--- src/rtl/pixel_sink.sv ---
// Receiving end of the drawers' pixel stream: clips off-screen pixels, buffers the rest in a
// small FIFO and drains them to the framebuffer port, with a full-screen clear sequence.
module pixel_sink #(
  parameter int           SCREEN_W   = 160,
  parameter int           SCREEN_H   = 120,
  parameter int           FIFO_DEPTH = 8,
  parameter int           ADDR_W     = 15,
  parameter logic [2:0]   CLEAR_COL  = 3'd0
) (
  input  logic              clk,
  input  logic              resetn,
  input  logic [9:0]        x,
  input  logic [9:0]        y,
  input  logic [2:0]        colour,
  input  logic              writeEn,
  input  logic              clear_req,
  input  logic              mem_ready,
  output logic [ADDR_W-1:0] mem_addr,
  output logic [2:0]        mem_data,
  output logic              mem_we,
  output logic              full,
  output logic              empty,
  output logic              overflow,
  output logic [7:0]        clip_cnt,
  output logic              busy
);

  localparam int PTR_W = $clog2(FIFO_DEPTH);
  localparam logic [0:0] S_IDLE  = 1'b0;
  localparam logic [0:0] S_CLEAR = 1'b1;
  localparam logic [ADDR_W-1:0] LAST_ADDR = ADDR_W'(SCREEN_W * SCREEN_H - 1);

  typedef struct packed {
    logic [ADDR_W-1:0] addr;
    logic [2:0]        col;
  } entry_t;

  entry_t            fifo_mem [FIFO_DEPTH];
  logic [PTR_W-1:0]  wr_ptr, rd_ptr;
  logic [PTR_W:0]    count;
  logic [0:0]        state;
  logic [ADDR_W-1:0] clr_addr;

  logic        in_range, push, pop, drop, clip;
  logic [31:0] lin_addr;
  entry_t      head;

  // Linear address computed at 32 bits, then truncated to the port width.
  assign lin_addr = 32'(y) * 32'(SCREEN_W) + 32'(x);
  assign in_range = (32'(x) < 32'(SCREEN_W)) && (32'(y) < 32'(SCREEN_H));

  assign full  = (count == (PTR_W+1)'(FIFO_DEPTH));
  assign empty = (count == '0);
  assign head  = fifo_mem[rd_ptr];
  assign busy  = (state == S_CLEAR);

  // A clear request in IDLE wins over draining the head this cycle.
  assign pop  = (state == S_IDLE) && !empty && mem_ready && !clear_req;
  assign push = writeEn && in_range && (!full || pop);
  assign drop = writeEn && in_range && full && !pop;
  assign clip = writeEn && !in_range;

  // NOTE: every output gets a default first so no path through the case infers a latch.
  always_comb begin
    mem_we   = 1'b0;
    mem_addr = '0;
    mem_data = '0;
    case (state)
      S_IDLE: begin
        if (!empty) begin
          mem_we   = 1'b1;
          mem_addr = head.addr;
          mem_data = head.col;
        end
      end
      S_CLEAR: begin
        mem_we   = 1'b1;
        mem_addr = clr_addr;
        mem_data = CLEAR_COL;
      end
      default: ;
    endcase
  end

  // NOTE: the FIFO storage has no reset; the pointers and count alone define what is valid,
  // and leaving the array unreset lets it map onto plain RAM/registers without reset muxes.
  always_ff @(posedge clk) begin
    if (push) fifo_mem[wr_ptr] <= '{addr: lin_addr[ADDR_W-1:0], col: colour};
  end

  // NOTE: all state updates use non-blocking assignments so every register samples the
  // pre-edge values of the others.
  always_ff @(posedge clk) begin
    if (!resetn) begin
      wr_ptr   <= '0;
      rd_ptr   <= '0;
      count    <= '0;
      state    <= S_IDLE;
      clr_addr <= '0;
      overflow <= 1'b0;
      clip_cnt <= '0;
    end else begin
      if (push) wr_ptr <= wr_ptr + 1'b1;
      if (pop)  rd_ptr <= rd_ptr + 1'b1;
      case ({push, pop})
        2'b10:   count <= count + 1'b1;
        2'b01:   count <= count - 1'b1;
        default: ;
      endcase

      if (drop) overflow <= 1'b1;
      if (clip && clip_cnt != 8'hFF) clip_cnt <= clip_cnt + 1'b1;

      case (state)
        S_IDLE: begin
          if (clear_req) begin
            state    <= S_CLEAR;
            clr_addr <= '0;
          end
        end
        S_CLEAR: begin
          if (mem_ready) begin
            if (clr_addr == LAST_ADDR) begin
              state    <= S_IDLE;
              clr_addr <= '0;
            end else begin
              clr_addr <= clr_addr + 1'b1;
            end
          end
        end
        default: state <= S_IDLE;
      endcase
    end
  end

endmodule

--- config.mk ---
export PLATFORM = sky130hd
export DESIGN_NAME = pixel_sink
export DESIGN_NICKNAME = d
export VERILOG_FILES = /design/src/rtl/pixel_sink.sv
export SDC_FILE = /design/constraint.sdc
export NUM_CORES = 1
export LEC_CHECK = 0
export ABC_CLOCK_PERIOD_IN_PS = 10300
export CAP_MARGIN = 10
export CORE_MARGIN = 5
export CORE_UTILIZATION = 55
export DETAILED_ROUTE_END_ITERATION = 10
export MAX_ROUTING_LAYER = met4
export PLACE_DENSITY = 0.83
export SETUP_SLACK_MARGIN = 0.02
export SKIP_CTS_REPAIR_TIMING = 1
export SYNTH_ARGS = -nofsm -noshare
export SYNTH_HDL_FRONTEND = slang
export SYNTH_SLANG_ARGS = --single-unit
export TNS_END_PERCENT = 20
--- constraint.sdc ---
create_clock -name clk -period 10.3 [get_ports clk]
set_input_delay 2.575 -clock clk [delete_from_list [all_inputs] [get_ports clk]]
set_output_delay 2.575 -clock clk [all_outputs]
set_load 0.01 [all_outputs]
# Word-level counts from Yosys, hierarchy flattened
# Memories as Yosys holds them, arrays and structs flattened. A register that Yosys moved wholly into a read port is not among the register bits.
# Index checks and enable logic that the tools add are counted.
# classes
eq_ne,7
muxes,19
n_bitwise,1
addsub,7
n_lt_le_gt_ge,2
reduce_logical,19
n_mul,1
# op_table
operator,n
15-bit 2-to-1 mux,4
15-bit one-hot mux with 2 select lines,2
15-bit by 1-bit adder with 15-bit output (second input constant),1
15-bit by 10-bit adder with 15-bit output,1
15-bit == test (second input constant),1
1-bit logical AND,10
10-bit by 7-bit < comparator with 1-bit output (second input constant),1
10-bit by 8-bit < comparator with 1-bit output (second input constant),1
10-bit by 3-bit multiplier with 10-bit output (second input constant),1
3-bit 2-to-1 mux,3
8-bit by 1-bit adder with 8-bit output (second input constant),1
8-bit inequality test (second input constant),1
4-bit one-hot mux with 2 select lines,1
3-bit by 1-bit adder with 3-bit output (second input constant),2
1-bit 2-to-1 mux,6
3-bit one-hot mux with 2 select lines,1
1-bit zero test,5
4-bit by 1-bit adder with 4-bit output (second input constant),1
4-bit == test (second input constant),1
4-bit zero test,1
2-bit inequality test (second input constant),2
1-bit one-hot mux with 2 select lines,2
4-bit by 1-bit subtractor with 4-bit output (second input constant),1
2-bit by 1-bit == test with 1-bit output (second input constant),1
other kinds (5),5
# word_totals
wordCells,64
reg_bits,35
mem_bits_rw,144
inputBits,28
out_inout_bits,31
mem_count,1
# memory_table
memory,depth,width,rd,rd_clocked_by_memory_dff,wr,line_no,source
fifo_mem,8,18,1,1,1,38,entry_t fifo_mem [FIFO_DEPTH];

# Depth between registers and ports, before layout
# Gate-level depths: netlist of the first run.
# logic_depth
ltp_word,9
ltp_mapped,9
mapped_depth_nobuf,9

# Least setup slack after synthesis of the first run
# OpenSTA, ideal clock, no wires.
# synth_timing
path_kind,input to register
from,input port x[8]
to,memory fifo_mem[0][0] (netlist bit) (enable)
setup_time_ns,0.439
path_stages,4
required_time_ns,9.861
path_slack_ns,4.370
path_buffers,0
arrival_ns,5.491
cell_sequence,or4_4 -> nor4_4 -> nand3_1 -> nor4_1
# synth_via
elab_chain_len,6
# synth_lines
item,line_no,source
from (decl),12,"input logic [9:0] x,"
10-bit by 8-bit < comparator with 1-bit output,50,assign in_range = (32'(x) < 32'(SCREEN_W)) && (32'(y) < 32'(SCREEN_H));
1-bit logical AND,50,
1-bit logical AND (2 in series),59,assign push = writeEn && in_range && (!full || pop);
1-bit 2-to-1 mux,88,"if (push) fifo_mem[wr_ptr] <= '{addr: lin_addr[ADDR_W-1:0], col: colour};"
1-bit 2-to-1 mux (implied by the code),88,
to (decl),38,
# No other way between the ends.

# Worst setup path in the final report of the first run
# layout_timing
from,register count[3]
to,output port mem_addr[14]
# layout_via
elab_chain_len,3
# layout_lines
item,line_no,source
from (decl),40,logic [PTR_W:0] count;
from (signal assigned),106,2'b10: count <= count + 1'b1;
from (signal assigned),107,2'b01: count <= count - 1'b1;
4-bit zero test,53,assign empty = (count == '0);
15-bit 2-to-1 mux,70,if (!empty) begin
15-bit one-hot mux with 2 select lines,68,case (state)
to (decl),18,"output logic [ADDR_W-1:0] mem_addr,"
# No other way between the ends.

==> flow_summary_export.csv, run 1 <==
group,metric,value,unit
finish,area_delta_synth_final,17.2,%
worst_setup_path,start_kind,"flop",
logic_synthesis,ys_ff_latch,182,
logic_synthesis,synth_warnings,0,
logic_synthesis,synth_most_common_cell,"edfxtp_1",
drt,wire_per_inst,20.9,um
worst_setup_path,crit_required,7730,ps
drt,drc_errors,0,
floorplanning,dieHeight,132,um
cts,cts_buffers,17,
drt,drtIter0Drc,549,
sta,worst_clock_skew,9.68,ps
logic_synthesis,post_synth_num_cell_types,54,
logic_synthesis,yosys-top-cells-count,"edfxtp_1 (144), nand2_1 (46), dfxtp_1 (38)",
logic_synthesis,yosysTopAreaCell,"edfxtp_1",
finish,drive_above_1_share,14.1,%
worst_setup_path,end_kind,"output pin",
sta,clock.fmax,186,MHz
global_routing,grt_pass1_wl,27700,um
placement,dpl-instance-area,8980,um^2
sta,timing.final.crit_share,52.3,%
finish,final_nets,679,
cts,cts_sinks,182,
placement,dp_slack,4540,ps
logic_synthesis,ys_seq_area_share,62.5,%
cts,htree_num_levels,4,
logic_synthesis,synth.top_cell.area_share,53.1,%
placement,io_buffers,58,
sta,fin_tns_setup,0,ps
status,status,"finished clean",
logic_synthesis,synthCells,556,
global_routing,grt_max_degree,37,
logic_synthesis,synthTopCellsByArea,"edfxtp_1 (53%), mux4_2 (10%), dfxtp_1 (9.3%)",
pwr,p_per_area,163,nW/um^2
worst_setup_path,path_class,"reg -> out",
logic_synthesis,ys_async_sr_fraction,0,%
sta,grt_setup_unrepaired,"no",
placement,gp_congestion,0.884,
sta,setup_ws,4910,ps
cts,cts_tree,"yes",
placement,dpl.hpwl,10900,um
logic_synthesis,synth-edff-count,144,
worst_setup_path,worstPathArrival,2810,ps
pwr,total_leakage_power,3.10,nW
floorplanning,die_x,132,um
cts,cts_root_buf,"clkbuf_16",
global_routing,overflow,0,
logic_synthesis,syn_nets,611,
floorplanning,dieArea,17300,um^2
sta,relSlewSlack,18.8,%
floorplanning,initial_utilization,56.0,%
global_routing,grtUsageTotal,21.1,%
finish,antenna_cells,0,
pwr,ir_worst_vdd,0.000127,V
finish,fin_area,9540,um^2
sta,tightest_slew,1220,ps
global_routing,grt_pass1_vias,5175,
global_routing,antenna_found_initial,0,
logic_synthesis,ys.flop_type,"edfxtp_1",
drt,vias,4999,
floorplanning,ios,59,
job,cap_violations,0,
logic_synthesis,syn-cell-area,8140,um^2
min_path,min_path_type,"reg -> reg",
worst_setup_path,cp_max_fo,18,
cts,clkTransAtPathRegs,60,ps
finish,fillers,1004,
drt,ant_nets,0,
logic_synthesis,syn_area_per_cell,14.6,um^2
drt,drt_pre_antenna_iters,5,
drt,via_per_inst,6.09,
sta,slew_violations,0,
floorplanning,rows,44,
cts,insertion_delay,430,ps
sta,period_minus_slack,5390,ps
floorplanning,fp.coreArea,14500,um^2
sta,setup_violations,0,
sta,hold_violations,0,
drt,routed_wl,17100,um
cts,cts_buffer_depth,2,
power breakdown:
| group | leakage [nW] | internal, mW | switching, mW | total (mW) |
|---|---|---|---|---|
| Sequential | 1.60 | 0.822 | 0.00392 | 0.826 |
| Combinational | 1.24 | 0.0438 | 0.0710 | 0.115 |
| Clock | 0.260 | 0.354 | 0.258 | 0.612 |
| Total | 3.10 | 1.22 | 0.333 | 1.55 |
kinds of logic (layout without fill, tap and decap cells):
logic type	count (synthesis)	in the layout	share of synthesized area [%]
DFF	182	182	62.5
and+or+nand+nor	145	145	9.02
AOI/OAI and AO/OA	78	78	6.21
muxes	67	67	13.8
buffers and inverters	35	116	1.71
adders and majority gates	27	27	4.43
xor gates and xnor gates	22	22	2.37
worst paths after layout:
kind                    startpoint                    end  slack (ps)  depth (start not counted)
max          count[3]$_SDFFE_PN0P_           mem_addr[14]        4910                          4
min          overflow$_SDFFE_PN0P_  overflow$_SDFFE_PN0P_         470                          1
max reg2reg        busy$_SDFF_PN0_  count[3]$_SDFFE_PN0P_        7180                          9
min reg2reg  overflow$_SDFFE_PN0P_  overflow$_SDFFE_PN0P_         470                          1
final cells by class:
type                       instances  area (um^2)  share of cell area (%)
clock buffer                      18          429                    4.50
clock inverter                    14          136                    1.43
multi-input combinational        339         2940                    30.8
sequential                       182         5090                    53.3
inverter                          15         56.3                   0.590
timing repair buffer              69          663                    6.95
tap                              184          230                    2.41
per-stage QoR:
step	util (%)	std cells	hold WS, ps	power, mW
global route	65.7	821	522	1.61
global placement	61.8	789	448	0.948
CTS	65.7	821	477	1.56
detailed placement	61.8	789	462	0.956
finish	65.7	821	473	1.55
floorplan	-	556	454	0.912
cell usage in the layout, fill, tap and decap left out, types with 3 or more instances in the layout:
master / n
clkinv_1: 3
a211oi_1: 6
inv_1: 15
nor2_1: 33
clkbuf_16: 17
a22o_1: 3
mux2i_1: 30
a21oi_1: 15
mux4_2: 36
edfxtp_1: 144
xnor2_1: 18
nand2b_1: 10
nor3_1: 3
nand3_1: 13
xor2_1: 4
nand4_1: 6
and3_1: 4
ha_1: 24
buf_4: 11
a21o_1: 6
fa_1: 3
nand3b_1: 3
nand2_1: 46
nand4b_1: 3
clkinvlp_4: 5
dfxtp_1: 37
and2_1: 3
o21a_1: 3
o21ai_0: 26
nor3_2: 5
clkdlybuf4s50_1: 58
nor4_1: 3
metal layers:
layer  part of all wire (%)  track usage (%)  up-vias
met4                    1.9             6.34        0
met5                      0                -        -
li1                       -                -     2282
met2                     53             36.4      211
met1                     38             24.9     2479
met3                    6.7             4.59       27
sequential cells by signal (all words and copies together), names as in the netlist, named ones only:
register	count
fifo_mem	144
clr_addr	15
rd_ptr	3
overflow	1
wr_ptr	3
clip_cnt	8
count	4
busy	1
critical path, cell delays in order (launching register included):
cell             delay [ps]
dfxtp_1                 360
nor4_1                  700
or2_2                   500
o21ai_0                 280
clkdlybuf4s50_1         550
Note: power is estimated with default switching activity, not from simulation.
==> run 2, diff against run 1 <==
--- a/config.mk
+++ b/config.mk
@@ -5,13 +5,13 @@
 export SDC_FILE = /design/constraint.sdc
 export NUM_CORES = 1
 export LEC_CHECK = 0
-export ABC_CLOCK_PERIOD_IN_PS = 10300
+export ABC_CLOCK_PERIOD_IN_PS = 4800
 export CAP_MARGIN = 10
 export CORE_MARGIN = 5
-export CORE_UTILIZATION = 55
+export CORE_UTILIZATION = 53
 export DETAILED_ROUTE_END_ITERATION = 10
 export MAX_ROUTING_LAYER = met4
-export PLACE_DENSITY = 0.83
+export PLACE_DENSITY = 0.84
 export SETUP_SLACK_MARGIN = 0.02
 export SKIP_CTS_REPAIR_TIMING = 1
 export SYNTH_ARGS = -nofsm -noshare
==> constraint.sdc (replaced) <==
create_clock -name clk -period 4.8 [get_ports clk]
set_input_delay 1.2 -clock clk [delete_from_list [all_inputs] [get_ports clk]]
set_output_delay 1.2 -clock clk [all_outputs]
set_load 0.01 [all_outputs]
==> run 2 against run 1 <==
Effect of this change:
- worst setup slack worse by 4100 ps
- sequential share of layout area is 0.098 points lower
- clock-buffer cell count grew 5
- combinational power increased by 120%
- power increased by 110%
- largest power group unchanged
==> flow_summary_export.csv, run 2 (synthesized netlist as in run 1, its figures left out) <==
group,metric,value,unit
status,status,"finished clean",
worst_setup_path,slowest_delay,470,ps
worst_setup_path,worstPathArrival,4120,ps
placement,gp_congestion,0.881,
floorplanning,die_x,134,um
drt,drt_pre_antenna_iters,7,
pwr,total_leakage_power,3.12,nW
worst_setup_path,cp_max_fo,8,
finish,largest_reg_flops,144,
placement,dp_slack,404,ps
worst_setup_path,path_common_cell,"ha_1",
min_path,min_path_type,"reg -> reg",
worst_setup_path,crit_required,4960,ps
floorplanning,ios,59,
worst_setup_path,critical-path-slowest-cell,"xnor2_1",
sta,grt_setup_unrepaired,"no",
sta,worst_clock_skew,15.2,ps
worst_setup_path,critical_path_cell_count,9,
cts,cts_buffer_depth,2,
finish,fin_area,9560,um^2
placement,dpl.hpwl,10800,um
sta,setup_violations,0,
sta,slew_violations,0,
finish,antenna_cells,0,
finish,final_cell_mix,"edfxtp_1 (144), clkdlybuf4s50_1 (58), nand2_1 (46)",
sta,hold_violations,0,
cts,cts_sinks,182,
cts,cts_tree,"yes",
worst_setup_path,end_kind,"flop",
floorplanning,dieHeight,134,um
global_routing,overflow,0,
global_routing,grt_pass1_vias,5239,
floorplanning,dieArea,17900,um^2
cts,cts_buffers,17,
global_routing,antenna_found_initial,0,
floorplanning,initial_utilization,53.7,%
placement,io_buffers,58,
worst_setup_path,path_buf_inv,1,
worst_setup_path,rr_worst_depth,9,
finish,drive_above_1_share,14.6,%
pwr,ir_worst_vdd,0.000284,V
floorplanning,rows,45,
global_routing,grt_max_degree,37,
finish,area_delta_synth_final,17.5,%
sta,tightest_slew,1150,ps
drt,vias,4978,
sta,period_minus_slack,3960,ps
sta,clock.fmax,252,MHz
sta,fin_tns_setup,0,ps
drt,routed_wl,16900,um
sta,setup_ws,838,ps
pwr,p_per_area,346,nW/um^2
drt,via_per_inst,6.02,
drt,ant_nets,0,
cts,clkTransAtPathRegs,60,ps
finish,final_nets,681,
cts,insertion_delay,430,ps
pwr,power,3.31,mW
drt,drtIter0Drc,382,
worst_setup_path,start_kind,"input port",
placement,dpl-instance-area,9010,um^2
global_routing,grtUsageTotal,20.2,%
finish,top_register,"fifo_mem",
drt,wire_per_inst,20.4,um
sta,timing.final.crit_share,82.5,%
worst_setup_path,cp_top_family,"adder cells",
min_path,hold_path_depth,1,
worst_setup_path,crit_chain,"clkdlybuf4s50_1 -> ha_1 -> ha_1 -> fa_1 -> a211oi_1 -> nor2_1 -> nor4_1 -> nand4b_1 -> xnor2_1",
cts,cts_root_buf,"clkbuf_16",
finish,final_common_cell,"edfxtp_1",
sta,relSlewSlack,23.1,%
drt,drc_errors,0,
worst_setup_path,path_class,"in -> reg",
job,cap_violations,0,
cts,htree_num_levels,4,
floorplanning,fp.coreArea,15100,um^2
finish,largestRegisters,"fifo_mem x144, clr_addr x15, clip_cnt x8",
global_routing,grt_pass1_wl,26900,um
-- run 2: cell count changes in the layout (fill, tap and decap cells not counted) --
cell / change
clkinvlp_4: -4
inv_4: +4
clkinv_1: -3
bufinv_16: -2
clkbuf_1: +2
clkinv_2: -2
buf_12: +1
buf_4: +1
clkbuf_16: +1
clkbuf_4: +1
clkbuf_8: +1
clkinv_4: +1
inv_6: +1
-- run 2: per-stage QoR --
step | hold slack (ps) | util, % | cells
final | 475 | 63.1 | 827
after floorplan | 454 | - | 556
after global placement | 458 | 59.5 | 795
after detailed placement | 465 | 59.5 | 795
after CTS | 481 | 63.1 | 827
after global routing | 518 | 63.1 | 827
-- run 2: where the power goes --
part | internal, mW | total (mW) | leakage [nW] | switching [mW]
Sequential | 1.76 | 1.77 | 1.60 | 0.00855
Clock | 0.717 | 1.29 | 0.272 | 0.574
Combinational | 0.0946 | 0.248 | 1.25 | 0.153
-- run 2: cell type report --
class,count,area (um^2)
fillers,1084,5590
flip-flops and latches,182,5090
multi-input cells,339,2940
repair buffers,71,691
clock buffers,23,483
well taps,188,235
clock inverters,9,67.6
inverters,15,56.3
-- run 2: routing by layer --
| layer | GRT usage, % | wire length (um) | up-vias | part of all wire [%] |
|---|---|---|---|---|
| met3 | 4.65 | 883 | 27 | 5.2 |
| met1 | 24.7 | 6950 | 2492 | 41 |
| met2 | 33.4 | 8680 | 167 | 51 |
| li1 | - | - | 2292 | - |
| met5 | - | 0 | - | 0 |
| met4 | 6.91 | 387 | 0 | 2.3 |
-- run 2: final timing paths --
path / start / slack (ps) / end
setup reg to reg: busy$_SDFF_PN0_ / 1820 / count[3]$_SDFFE_PN0P_
hold / removal: overflow$_SDFFE_PN0P_ / 480 / overflow$_SDFFE_PN0P_
hold reg to reg: overflow$_SDFFE_PN0P_ / 480 / overflow$_SDFFE_PN0P_
setup / recovery: y[1] / 840 / fifo_mem[0][17]$_DFFE_PP_
-- run 2: worst reg2reg max path, cell delays in order (launching register included) --
cell and delay, ps:
dfxtp_1 560, or3b_1 510, or2_2 340, a21oi_2 230, ha_1 280, a21o_1 170
a21oi_1 270, nand3b_1 110, mux2_1 320, o311ai_1 80
